[config.mk]
export PLATFORM = sky130hd
export DESIGN_NAME = mux_sequencer_flat
export DESIGN_NICKNAME = d
export VERILOG_FILES = /design/src/rtl/mux_sequencer_pkg.sv /design/src/rtl/mux_sequencer_if.sv /design/src/rtl/mux_sequencer_rr_next_index.sv /design/src/rtl/mux_sequencer.sv /design/src/flat_wrapper.sv
export SDC_FILE = /design/constraint.sdc
export NUM_CORES = 1
export LEC_CHECK = 0
export CORE_MARGIN = 2
export CORE_UTILIZATION = 60
export CTS_BUF_LIST = sky130_fd_sc_hd__clkbuf_16
export DETAILED_ROUTE_END_ITERATION = 8
export GPL_TIMING_DRIVEN = 0
export PLACE_DENSITY_LB_ADDON = 0.12
export RECOVER_POWER = 50
export SLEW_MARGIN = 15
export SYNTH_ARGS = -nofsm -noshare
export SYNTH_HDL_FRONTEND = slang
export SYNTH_SLANG_ARGS = --single-unit
[constraint.sdc]
create_clock -name clk -period 4.5 [get_ports clk]
set_clock_uncertainty 0.1 [all_clocks]
set_input_delay 0.9 -clock clk [delete_from_list [all_inputs] [get_ports clk]]
set_output_delay 0.9 -clock clk [all_outputs]
set_load 0.005 [all_outputs]
[src/rtl/mux_sequencer_pkg.sv]
// Shared definitions for the mux_sequencer block: FSM state encoding,
// the default settle interval and the parameter legality check.
package mux_sequencer_pkg;

  typedef logic [1:0] state_t;

  localparam state_t IDLE   = 2'd0;
  localparam state_t SETTLE = 2'd1;
  localparam state_t LATCH  = 2'd2;
  localparam state_t DWELL  = 2'd3;

  localparam int SETTLE_CYCLES_DEFAULT = 2;

  // The settle count shares the dwell counter width, so it must fit in it.
  function automatic bit params_legal(input int n_inputs, input int sel_width,
                                      input int dwell_width, input int settle_cycles);
    return (n_inputs >= 1) && (sel_width >= 1) && (sel_width < 31) &&
           ((1 << sel_width) >= n_inputs) &&
           (dwell_width >= 1) && (dwell_width < 31) &&
           (settle_cycles >= 1) && (settle_cycles < (1 << dwell_width));
  endfunction

endpackage

[src/rtl/mux_sequencer_if.sv]
// Control/strobe bundle between the register bank (master) and the
// mux_sequencer (slave); sel/clken continue on to the latched_mux.
interface mux_sequencer_if #(
  parameter int N_INPUTS    = 3,
  parameter int SEL_WIDTH   = 2,
  parameter int DWELL_WIDTH = 16
);

  logic                   start;
  logic                   stop;
  logic [N_INPUTS-1:0]    enable_mask;
  logic [DWELL_WIDTH-1:0] dwell;
  logic [SEL_WIDTH-1:0]   sel;
  logic                   clken;
  logic                   busy;
  logic                   round_done;
  logic                   mask_err;

  modport master (
    output start, stop, enable_mask, dwell,
    input  sel, clken, busy, round_done, mask_err
  );

  modport slave (
    input  start, stop, enable_mask, dwell,
    output sel, clken, busy, round_done, mask_err
  );

endinterface

[src/rtl/mux_sequencer_rr_next_index.sv]
// Combinational round-robin finder: first set mask bit strictly above cur,
// else the lowest set bit (wrap); none flags an all-zero mask.
module rr_next_index #(
  parameter int N_INPUTS  = 3,
  parameter int SEL_WIDTH = 2
) (
  input  logic [SEL_WIDTH-1:0] cur,
  input  logic [N_INPUTS-1:0]  mask,
  output logic [SEL_WIDTH-1:0] nxt,
  output logic                 wrap,
  output logic                 none
);

  logic [SEL_WIDTH-1:0] lowest;
  logic [SEL_WIDTH-1:0] above;
  logic                 found;

  // Scan high-to-low so the last hit recorded is the lowest qualifying index.
  always_comb begin
    lowest = '0;
    above  = '0;
    found  = 1'b0;
    for (int i = N_INPUTS - 1; i >= 0; i--) begin
      if (mask[i]) begin
        lowest = SEL_WIDTH'(i);
        if (i > int'(cur)) begin
          above = SEL_WIDTH'(i);
          found = 1'b1;
        end
      end
    end
    none = (mask == '0);
    wrap = !found && !none;
    nxt  = found ? above : lowest;
  end

endmodule

[src/rtl/mux_sequencer.sv]
// Round-robin scheduler for a latched_mux: per enabled input it settles,
// strobes clken once, then dwells before stepping to the next input.
module mux_sequencer
  import mux_sequencer_pkg::*;
#(
  parameter int N_INPUTS      = 3,
  parameter int SEL_WIDTH     = 2,
  parameter int DWELL_WIDTH   = 16,
  parameter int SETTLE_CYCLES = SETTLE_CYCLES_DEFAULT
) (
  input logic            clk,
  input logic            rst,
  mux_sequencer_if.slave bus
);

  localparam logic [DWELL_WIDTH-1:0] ONE         = DWELL_WIDTH'(1);
  localparam logic [DWELL_WIDTH-1:0] SETTLE_LAST = DWELL_WIDTH'(SETTLE_CYCLES - 1);
  localparam logic [SEL_WIDTH-1:0]   TOP_INDEX   = SEL_WIDTH'(N_INPUTS - 1);

  if (!params_legal(N_INPUTS, SEL_WIDTH, DWELL_WIDTH, SETTLE_CYCLES)) begin : g_bad_params
    $error("mux_sequencer: illegal parameter combination");
  end

  function automatic logic [DWELL_WIDTH-1:0] clamp_dwell(input logic [DWELL_WIDTH-1:0] d);
    return (d == '0) ? ONE : d;
  endfunction

  state_t                 state, state_nx;
  logic [SEL_WIDTH-1:0]   sel_r, sel_d;
  logic                   clken_r, clken_d;
  logic                   busy_r, busy_d;
  logic                   round_done_r, round_done_d;
  logic                   mask_err_r, mask_err_d;
  logic [N_INPUTS-1:0]    mask_s;
  logic [DWELL_WIDTH-1:0] dwell_s;
  logic [DWELL_WIDTH-1:0] dw_eff;
  logic [DWELL_WIDTH-1:0] settle_cnt;
  logic [DWELL_WIDTH-1:0] dwell_cnt;
  logic [SEL_WIDTH-1:0]   rr_cur, rr_nxt;
  logic [N_INPUTS-1:0]    rr_mask;
  logic                   rr_wrap, rr_none;
  logic                   settle_end, dwell_end, dwell_last_next;
  logic                   launch_ok, step_ok;

  // From IDLE, searching above the top index yields the lowest enabled input.
  // On the LATCH cycle the live mask/dwell are the ones being sampled.
  always_comb begin
    rr_cur  = (state == IDLE) ? TOP_INDEX : sel_r;
    rr_mask = ((state == IDLE) || (state == LATCH)) ? bus.enable_mask : mask_s;
    dw_eff  = (state == LATCH) ? clamp_dwell(bus.dwell) : dwell_s;
  end

  rr_next_index #(
    .N_INPUTS  (N_INPUTS),
    .SEL_WIDTH (SEL_WIDTH)
  ) u_rr (
    .cur  (rr_cur),
    .mask (rr_mask),
    .nxt  (rr_nxt),
    .wrap (rr_wrap),
    .none (rr_none)
  );

  assign settle_end      = (settle_cnt == SETTLE_LAST);
  assign dwell_end       = (dwell_cnt == dw_eff - ONE);
  // True when the upcoming cycle is the final DWELL cycle; round_done is
  // registered one cycle early so it lands on that cycle.
  assign dwell_last_next = ((state == LATCH) && (dw_eff == ONE)) ||
                           ((state == DWELL) && (dwell_cnt + ONE == dw_eff - ONE));

  always_ff @(posedge clk or posedge rst) begin
    if (rst) state <= IDLE;
    else     state <= state_nx;
  end

  always_comb begin
    state_nx = state;
    case (state)
      IDLE:    if (bus.start && !bus.stop && !rr_none) state_nx = SETTLE;
      SETTLE:  if (bus.stop) state_nx = IDLE;
               else if (settle_end) state_nx = LATCH;
      LATCH:   state_nx = bus.stop ? IDLE : DWELL;
      DWELL:   if (bus.stop) state_nx = IDLE;
               else if (dwell_end) state_nx = rr_none ? IDLE : SETTLE;
      default: state_nx = IDLE;
    endcase
  end

  always_comb begin
    sel_d     = sel_r;
    launch_ok = (state == IDLE) && bus.start && !bus.stop;
    step_ok   = (state == DWELL) && dwell_end && !bus.stop;
    if ((launch_ok || step_ok) && !rr_none) sel_d = rr_nxt;
    clken_d      = (state_nx == LATCH);
    busy_d       = (state_nx != IDLE);
    round_done_d = !bus.stop && dwell_last_next && rr_wrap;
    mask_err_d   = (launch_ok || step_ok) && rr_none;
  end

  always_ff @(posedge clk or posedge rst) begin
    if (rst) begin
      sel_r        <= '0;
      clken_r      <= 1'b0;
      busy_r       <= 1'b0;
      round_done_r <= 1'b0;
      mask_err_r   <= 1'b0;
    end else begin
      sel_r        <= sel_d;
      clken_r      <= clken_d;
      busy_r       <= busy_d;
      round_done_r <= round_done_d;
      mask_err_r   <= mask_err_d;
    end
  end

  always_ff @(posedge clk or posedge rst) begin
    if (rst) begin
      settle_cnt <= '0;
      dwell_cnt  <= '0;
      mask_s     <= '0;
      dwell_s    <= '0;
    end else begin
      settle_cnt <= ((state == SETTLE) && (state_nx == SETTLE)) ? settle_cnt + ONE : '0;
      dwell_cnt  <= ((state == DWELL) && (state_nx == DWELL)) ? dwell_cnt + ONE : '0;
      if (state == LATCH) begin
        mask_s  <= bus.enable_mask;
        dwell_s <= dw_eff;
      end
    end
  end

  assign bus.sel        = sel_r;
  assign bus.clken      = clken_r;
  assign bus.busy       = busy_r;
  assign bus.round_done = round_done_r;
  assign bus.mask_err   = mask_err_r;

endmodule

[src/flat_wrapper.sv]
// flat-port wrapper written by rule: the top's interface ports become plain ports
module mux_sequencer_flat import mux_sequencer_pkg::*;
#(
  parameter int N_INPUTS      = 3,
  parameter int SEL_WIDTH     = 2,
  parameter int DWELL_WIDTH   = 16,
  parameter int SETTLE_CYCLES = SETTLE_CYCLES_DEFAULT
)
  (clk, rst, bus_start, bus_stop, bus_enable_mask, bus_dwell, bus_sel, bus_clken, bus_busy, bus_round_done, bus_mask_err);
  mux_sequencer_if #(.N_INPUTS(N_INPUTS), .SEL_WIDTH(SEL_WIDTH), .DWELL_WIDTH(DWELL_WIDTH)) bus_i ();
  input logic clk;
  input logic rst;
  input wire logic [$bits(bus_i.start)-1:0] bus_start;
  input wire logic [$bits(bus_i.stop)-1:0] bus_stop;
  input wire logic [$bits(bus_i.enable_mask)-1:0] bus_enable_mask;
  input wire logic [$bits(bus_i.dwell)-1:0] bus_dwell;
  output wire logic [$bits(bus_i.sel)-1:0] bus_sel;
  output wire logic [$bits(bus_i.clken)-1:0] bus_clken;
  output wire logic [$bits(bus_i.busy)-1:0] bus_busy;
  output wire logic [$bits(bus_i.round_done)-1:0] bus_round_done;
  output wire logic [$bits(bus_i.mask_err)-1:0] bus_mask_err;
  assign bus_i.start = bus_start;
  assign bus_i.stop = bus_stop;
  assign bus_i.enable_mask = bus_enable_mask;
  assign bus_i.dwell = bus_dwell;
  assign bus_sel = bus_i.sel;
  assign bus_clken = bus_i.clken;
  assign bus_busy = bus_i.busy;
  assign bus_round_done = bus_i.round_done;
  assign bus_mask_err = bus_i.mask_err;
  mux_sequencer #(.N_INPUTS(N_INPUTS), .SEL_WIDTH(SEL_WIDTH), .DWELL_WIDTH(DWELL_WIDTH), .SETTLE_CYCLES(SETTLE_CYCLES)) u_core (.clk(clk), .rst(rst), .bus(bus_i));
endmodule
==> flow_results.org, run 1 <==
** Run status
- The flow ran to the end, but the final reports show violations.
- The final reports fail on max-capacitance violations, max-slew violations.

** Detailed routing
- DR DRC count :: 0
- The detailed router finished its first iteration with 221 violations.
- Top layer in use :: met4
- The routed design uses 4540 um of met2 wire.
- The first TritonRoute pass finished after 5 iterations.
- The count of nets left with antenna violations once routing finished came out at 0.
- Average wire per cell in the routed design :: 17.7 um
- The final route contains 3555 vias.
- After detailed routing, the wire length on met1 is between 4000 and 5000 um.
- Dividing the detail-routed via count by the number of cells gives ~6.2.
- Wires add up to 10200 um.
- Summed over all nets, wire length on met3 after detailed routing comes to 435 um.

** Synthesis
- Netlist area before placement :: approximately 4200 um^2
- For this run, the leading register cell type out of synthesis is sky130_fd_sc_hd__dfrtp_1.
- Number of cells produced by synthesis :: between 400 and 500
- Synthesized Nets :: 474
- Yosys printed 0 warnings.
- Sequential element share of the synthesized area :: a little over a third
- Yosys mapped a number of flops with a built-in enable equal to 0.
- Post-synthesis register bit count :: just under 60
- Each instance of the synthesized netlist takes up on average 9.39 um^2.
- Of all flip-flops after synthesis, the portion carrying an async set or reset was 100%.
- Yosys mapped the design onto 75 distinct sky130hd cell types.

** STA
- The number of hold violations in the final report came to 0.
- In this run the tightest slew margin relative to its limit is -47.0%.
- Sum of negative setup slack :: 0 ps
- Of the available clock period, the critical path in the final layout requires roughly 96%.
- Setup violations, final :: 0
- Post-route setup slack :: just under 200 ps
- Static timing analysis puts the maximum clock frequency at between 200 and 250 MHz.
- Final Max Tran Viols :: 60
- At the pin with the least slew margin, the transition time is ~2200 ps.
- Tmin final :: between 4000 and 5000 ps

** Power
- Summed over all cells, the static leakage comes to roughly 2.2 nW.
- VDD sags by at most ~0.29 mV.
- Summing internal, switching and leakage power gives approximately 2.4 mW.
- Dividing total power by cell area gives a power density of approximately 480 nW/um^2.

** Finish
- Non-Filler Instances :: 578
- Growth of design area from synthesis to finish :: 19.0%
- After the last flow step, the layout net total stands at 521.
- # fillers :: about 480
- Fraction of final layout cells with drive strength greater than 1 :: between 10 and 15%
- Number of diodes added for antenna fixing :: 0

** Floorplan
- DIE AREA :: about 7700 um^2
- After floorplanning, the core was sized to cover roughly 6800 um^2.
- Number of cell rows :: 30
- The initial utilization of the core area, before any placement, comes to between 60% and 70%.
- Die height :: 87.5 um
- 29 I/O pins were placed.
- Die X :: 87.5 um

** Setup path
- Logic depth of the worst register-to-register path :: 18
- WS Path Type :: in -> reg
- The signal on the critical path passes through clkdlybuf4s50_1 -> nor3_1 -> nand2_1 -> nor2_1 -> nor3_2 -> nor2_2 -> inv_2 -> ha_4 -> nor3b_4 -> buf_4 -> xnor2_1 -> mux2i_2 -> xnor2_1 -> o2111ai_2 -> nor4bb_4 -> a211o_4 -> buf_12 -> nor2_2.
- STA puts the critical path data arrival time at about 4400 ps.
- On the worst path, the slowest cell contributes a delay of ~440 ps.
- Count of buffer and inverter cells on the critical path :: 4
- FF-to-FF End :: u_core.dwell_cnt[0]
- Along the worst path, the maximum fanout reaches 10.
- Cell type group with the largest total delay on the critical path :: simple AND/OR/NAND/NOR gates
- Setup slack on the worst reg-to-reg path comes out at 290 ps.
- Launch instance of the worst register-to-register path :: u_core.state[0]
- STA classifies the critical path startpoint as an input port.
- Library cell contributing the largest single delay on the critical path :: sky130_fd_sc_hd__clkdlybuf4s50_1
- Kind of end point of the critical path :: flip-flop
- For the worst setup path, the data required time is approximately 4600 ps.

** Placed design
- Global placer's final weighted congestion :: 0.952
- DP Cell Count :: approximately 550
- The wire-length estimate of the detail-placed layout is ~7300 um.
- The count of buffers added on input and output ports is 27.
- Pre-CTS WS :: -820 ps

** Clock tree
- The number of clock buffers added by TritonCTS is 9.
- The clock passes through at most 2 buffers.
- Clock root cell :: sky130_fd_sc_hd__clkbuf_16
- The clock net in this run drives a total of between 50 and 60 sinks.
- Clk Latency, worst-skew pair :: ~330 ps
- H-tree levels :: 3
- After clock tree synthesis, the clock-pin slew on the worst setup and hold paths is 50 ps.
- TritonCTS clock tree :: done

** GRT
- Pin count of the biggest net entering global routing :: 60
- Global routing finished with a remaining overflow of 0.
- The number of antenna violations at the first check in global routing was 0.
- Aggregate global-route resource usage :: ~29%
- First-pass GRT wire length :: roughly 17000 um
- Via count of the first global-routing pass :: 3386

** Min path
- For hold timing, the worst endpoint is u_core.mask_s[0].
- Hold Path Class :: reg -> reg
- In this run the most critical hold path is launched from u_core.mask_s[0].
- The worst hold path passes through 2 cells.

** Job
- The tool flagged a number of max-cap violations equal to 1.
[where the power goes]
group	internal, mW	switching, mW	total (mW)	leakage [nW]
Clock	0.478	0.244	0.722	0.158
Sequential	0.629	0.0959	0.725	0.769
Combinational	0.395	0.526	0.922	1.24
Total	1.50	0.866	2.37	2.17
[cell type report]
type | instances | area [um^2] | area share, %
clock buffers | 9 | 225 | 4.52
flip-flops and latches | 59 | 1480 | 29.6
inverters | 20 | 75.1 | 1.51
repair buffers | 36 | 367 | 7.36
plain buffers | 17 | 109 | 2.19
clock inverters | 7 | 85.1 | 1.71
well taps | 80 | 100 | 2.01
multi-input cells | 350 | 2540 | 51.1
[tightest hold or removal path, delay by kind of cell, from the launching register on]
kind	cells	cell delay, ps
flip-flops	1	370
AND/OR/NAND/NOR	2	120
[Yosys cell counts (all sizes together), types with 2 or more instances]
master   instances  area, um^2
dfrtp           59        1480
nor2            57         282
nand2           44         173
xnor2           42         368
xor2            22         193
inv             20        75.1
nand3           19        95.1
mux2i           15         179
nand4           15         100
nor3            12        60.1
a21oi           11        58.8
nor4            11        90.1
o21ai           11        55.1
buf              9        82.6
and3             8        50.1
clkbuf           8        30.0
or3              7        43.8
a211oi           5        37.5
and2             5        31.3
ha               5        62.6
mux2             5        56.3
a211o            4        43.8
nand2b           4        32.5
and4             3        26.3
nor2b            3        18.8
nor3b            3        27.5
nor4b            3        32.5
o32ai            3        26.3
a2111oi          2        36.3
a31o             2        17.5
a31oi            2        12.5
o2111ai          2        23.8
o211a            2        27.5
or4b             2        20.0
xnor3            2        45.0
[flip-flops by register name (all words and copies together), names as in the netlist, 2 cells and up]
signal and count:
u_core.bus.sel 2, u_core.dwell_s 16, u_core.state 2, u_core.mask_s 3, u_core.dwell_cnt 16, u_core.settle_cnt 16
[what timing repair did]
action	in CTS	in global routing
pin swaps	2	8
setup endpoints to repair	23	23
buffers inserted	3	6
gates resized for setup	5	19
hold buffers	0	0
[layer usage]
metal	vias up	global-route usage, %
met3	34	5.75
met5	-	0
met4	0	10.8
met1	1726	41.8
met2	110	42.1
li1	1685	-
[worst max path at each step]
stage / startpoint / end / slack [ps] / cells past startpoint
after floorplan: bus_dwell[3] / u_core.dwell_cnt[8] / 470 / 16
after global placement: bus_dwell[4] / u_core.dwell_cnt[0] / -730 / 17
after detailed placement: bus_dwell[4] / u_core.dwell_cnt[0] / -820 / 17
after CTS: bus_dwell[2] / u_core.state[1] / 50 / 18
after global routing: bus_dwell[13] / u_core.dwell_cnt[0] / -10 / 18
final: bus_dwell[15] / u_core.dwell_cnt[0] / 200 / 18
[through the flow]
step | hold slack, ps | area [um^2] | util, %
detailed placement | 402 | 4560 | 67.5
finish | 416 | 4980 | 73.7
global route | 454 | 4980 | 73.7
floorplan | 359 | 4190 | -
global placement | 387 | 4560 | 67.4
CTS | 413 | 4910 | 72.7
[placed cells by master (no fill, tap or decap), drive strengths merged, types with 3 or more instances in the layout]
cell and count:
a211o 4, a211oi 5, a21oi 11, and2 5, and3 8, and4 3
buf 17, clkbuf 18, clkdlybuf4s50 13, dfrtp 59, dlymetal6s2s 12, ha 5
inv 22, mux2 5, mux2i 15, nand2 44, nand2b 4, nand3 19
nand4 15, nor2 57, nor2b 3, nor3 12, nor3b 3, nor4 11
nor4b 3, o21ai 11, o32ai 3, or3 7, xnor2 42, xor2 22
[kinds of logic (layout without fill, tap and decap cells)]
group,after synthesis,in the layout,synth area share [%]
muxes,20,20,5.62
and+or+nand+nor,202,202,27.4
xor gates and xnor gates,67,67,15.1
buffers and inverters,37,89,4.48
adders and majority gates,5,5,1.49
AOI/OAI and AO/OA,56,56,10.7
DFF,59,59,35.3
No activity file was read; power rests on OpenSTA's default activity.
==> run 2: changes to the inputs <==
--- a/config.mk
+++ b/config.mk
@@ -5,6 +5,7 @@
 export SDC_FILE = /design/constraint.sdc
 export NUM_CORES = 1
 export LEC_CHECK = 0
+export CORE_ASPECT_RATIO = 1.25
 export CORE_MARGIN = 2
 export CORE_UTILIZATION = 60
 export CTS_BUF_LIST = sky130_fd_sc_hd__clkbuf_16
==> flow_results.org, run 2 (synthesis results as in run 1) <==
** Run status
- Outcome :: finished with violations
- The final reports fail on max-capacitance violations, max-slew violations.

** Min path
- Hold Path Class :: reg -> reg
- Worst Hold End :: u_core.mask_s[0]
- The cell count of the worst hold path came to 2 (unchanged).
- Hold Path Origin :: u_core.mask_s[0]

** Finish
- The area of combinational cells with multiple inputs came to 2560 um^2 (+0.54%).
- Net count, final :: 524 (+0.58%)
- # fillers :: 546 (+13%)
- Number of diodes added for antenna fixing :: 0 (unchanged)
- In the layout the commonest cells are 59 x sky130_fd_sc_hd__dfrtp_1, 44 x sky130_fd_sc_hd__nor2_1, 43 x sky130_fd_sc_hd__nand2_1.
- The share of layout cells above drive strength 1 is 15.8% (+0.91 points).
- Largest registers :: u_core.dwell_cnt x16, u_core.dwell_s x16, u_core.settle_cnt x16
- Leaving out fill and tap cells, the most frequent cell in the layout is sky130_fd_sc_hd__dfrtp_1.
- Final std cell area, no fill :: 4980 um^2 (about the same)
- Register cell area after layout :: 1480 um^2 (unchanged)
- The area added between synthesis and finish was 19.0% (about the same).
- Non-Filler Instances :: 591 (+2.2%)

** STA
- Tightest Pin Transition :: 2630 ps (+421 ps)
- The normalized max-slew margin is -76.0% (-29 points).
- Tmin final :: 4440 ps (+135 ps)
- Peak clock frequency supported by timing :: 225 MHz (-3.0%)
- Final Max Tran Viols :: 60 (unchanged)
- Post-route setup slack :: 59.9 ps (-135 ps)
- Final Hold Vio Count :: 0 (unchanged)
- The total negative slack is 0 ps (unchanged).
- Period utilization :: 98.7% (+3.0 points)
- Setup violations, final :: 0 (unchanged)

** Setup path
- Launch instance of the worst register-to-register path :: u_core.state[0]
- FF-to-FF End :: u_core.dwell_cnt[13]
- The critical path is of the in -> reg type.
- Data required time of the critical path :: 4620 ps (+20 ps)
- The largest fanout on the critical path was 10 (unchanged).
- CP arrival :: 4560 ps (+160 ps)
- Logic depth of the worst register-to-register path :: 18 (unchanged)
- CP Launch Type :: input port
- Kind of end point of the critical path :: flip-flop
- The setup slack of the most critical reg-to-reg path is 390 ps (+100 ps).

** GRT
- The pin count of the biggest net entering global routing is 60 (unchanged).
- The number of global-route vias before repair was 3558 (+5.1%).
- The wire length of the first global-routing pass was 16800 um (about the same).
- The remaining global-route overflow is 0 (unchanged).
- Initial antenna violation count :: 0 (unchanged)
- Aggregate global-route resource usage :: 28.4% (-0.23 points)

** Job
- Max-cap violations :: 1 (unchanged)

** Power
- VDD IR-drop max :: 0.326 mV (+13%)
- Leak Pwr :: 2.08 nW (-4.0%)
- The power density of the placed cells is 470 nW/um^2 (-1.1%).

** Floorplan
- The initial core utilization was 61.1% (-0.84 points).
- The row count was 34 (+13%).
- The number of I/O pins came to 29 (unchanged).
- Die X :: 78.7 um (-10%)
- The area of the die came to 7670 um^2 (about the same).
- The height of the die is 97.4 um (+11%).
- Std-Cell Core Area :: 6850 um^2 (+1.4%)

** Detailed routing
- DR DRC count :: 0 (unchanged)
- The ratio of routed vias to standard cells was 5.98 (-2.8%).
- Via count :: 3533 (-0.62%)
- Sum of routed wire length over all layers :: 10500 um (+2.3%)
- The routed length per placed instance came to 17.7 um (about the same).
- Number of detailed-route iterations in the first pass :: 5 (unchanged)
- Routed Antenna Nets :: 0 (unchanged)
- The detailed router's first-iteration violation count was 127 (-43%).

** Clock tree
- Clock net sink count :: 59 (unchanged)
- The tree is rooted in a sky130_fd_sc_hd__clkbuf_16.
- The total clock buffers created by CTS was 9 (unchanged).
- CTS clk-pin slew, worst paths :: 50 ps (about the same)
- Bufs on Longest Clock Path :: 2 (unchanged)
- TritonCTS built the clock tree.
- Clk Latency, worst-skew pair :: 330 ps (about the same)
- The number of H-tree branching levels is 3 (unchanged).

** Placed design
- Post-DP HPWL :: 7570 um (+3.4%)
- Post-DP Area :: 4570 um^2 (+0.27%)
- DP Cell Count :: 563 (+1.8%)
- The number of input and output port buffers inserted was 27 (unchanged).
- Global placer's final weighted congestion :: 0.953 (about the same)
- The post-place setup slack is -795 ps (+25.0 ps).
## run 2: changes by cell type in the layout (fill, tap and decap cells not counted), sizes merged
| cell | delta |
|---|---|
| dlymetal6s2s | -11 |
| clkdlybuf4s50 | +9 |
| buf | +4 |
| clkinvlp | +2 |
| bufinv | -1 |
| clkbuf | -1 |
| dlygate4sd2 | +1 |
| dlygate4sd3 | +1 |
| inv | -1 |
## run 2: per-stage QoR
step                util, %  total power, mW  hold slack [ps]
floorplan                 -             1.37              359
global placement       66.7             1.57              389
detailed placement     66.8             1.60              392
CTS                    72.1             2.31              406
global route           72.7             2.46              460
finish                 72.7             2.34              399
## run 2: worst max-delay path, stage by stage
cell,delay (ps)
sky130_fd_sc_hd__clkdlybuf4s50_1,490
sky130_fd_sc_hd__nor4_2,340
sky130_fd_sc_hd__nand3_1,200
sky130_fd_sc_hd__nor2_1,160
sky130_fd_sc_hd__nor3_2,70
sky130_fd_sc_hd__nor2_2,170
sky130_fd_sc_hd__inv_1,90
sky130_fd_sc_hd__ha_4,190
sky130_fd_sc_hd__nor3b_4,150
sky130_fd_sc_hd__buf_4,140
sky130_fd_sc_hd__xnor2_1,170
sky130_fd_sc_hd__mux2i_2,90
sky130_fd_sc_hd__buf_4,160
sky130_fd_sc_hd__xnor2_2,160
sky130_fd_sc_hd__o2111ai_2,170
sky130_fd_sc_hd__nor4bb_4,430
sky130_fd_sc_hd__a211o_4,240
sky130_fd_sc_hd__buf_12,170
sky130_fd_sc_hd__nor2_4,50
## run 2: final cells by class
cell class	instances	area share, %
clock inverter	7	1.23
clock buffer	9	4.52
tap	90	2.26
multi-input combinational	350	51.3
timing repair buffer	39	7.23
sequential	59	29.6
buffer	17	2.26
inverter	20	1.53
## run 2: repair_timing
item,4_1_cts,5_1_grt
buffers inserted,6,6
endpoints found under the hold margin,0,0
hold buffers,0,0
resized for setup,8,9
pin swaps,4,7
endpoints found under the setup margin,22,23
cloned,0,0
## run 2: routing by layer
layer	vias up	wire length, um	GRT usage (%)
met5	-	0	0
met4	0	341	13.0
met3	32	478	6.32
met2	120	5380	48.8
met1	1710	4270	33.4
li1	1671	-	-
## run 2: how the worst max path moves through the flow
stage | startpoint | to
floorplan | bus_dwell[3] | u_core.dwell_cnt[8]
global placement | bus_dwell[4] | u_core.dwell_cnt[9]
detailed placement | bus_dwell[4] | u_core.dwell_cnt[8]
CTS | bus_dwell[5] | u_core.dwell_cnt[8]
global route | bus_dwell[0] | u_core.bus.sel[0]
finish | bus_dwell[12] | u_core.dwell_cnt[13]
## run 2: where the power goes
part | total, mW | internal [mW] | switching, mW
Clock | 0.663 | 0.421 | 0.242
Combinational | 0.957 | 0.426 | 0.531
Sequential | 0.723 | 0.629 | 0.0942
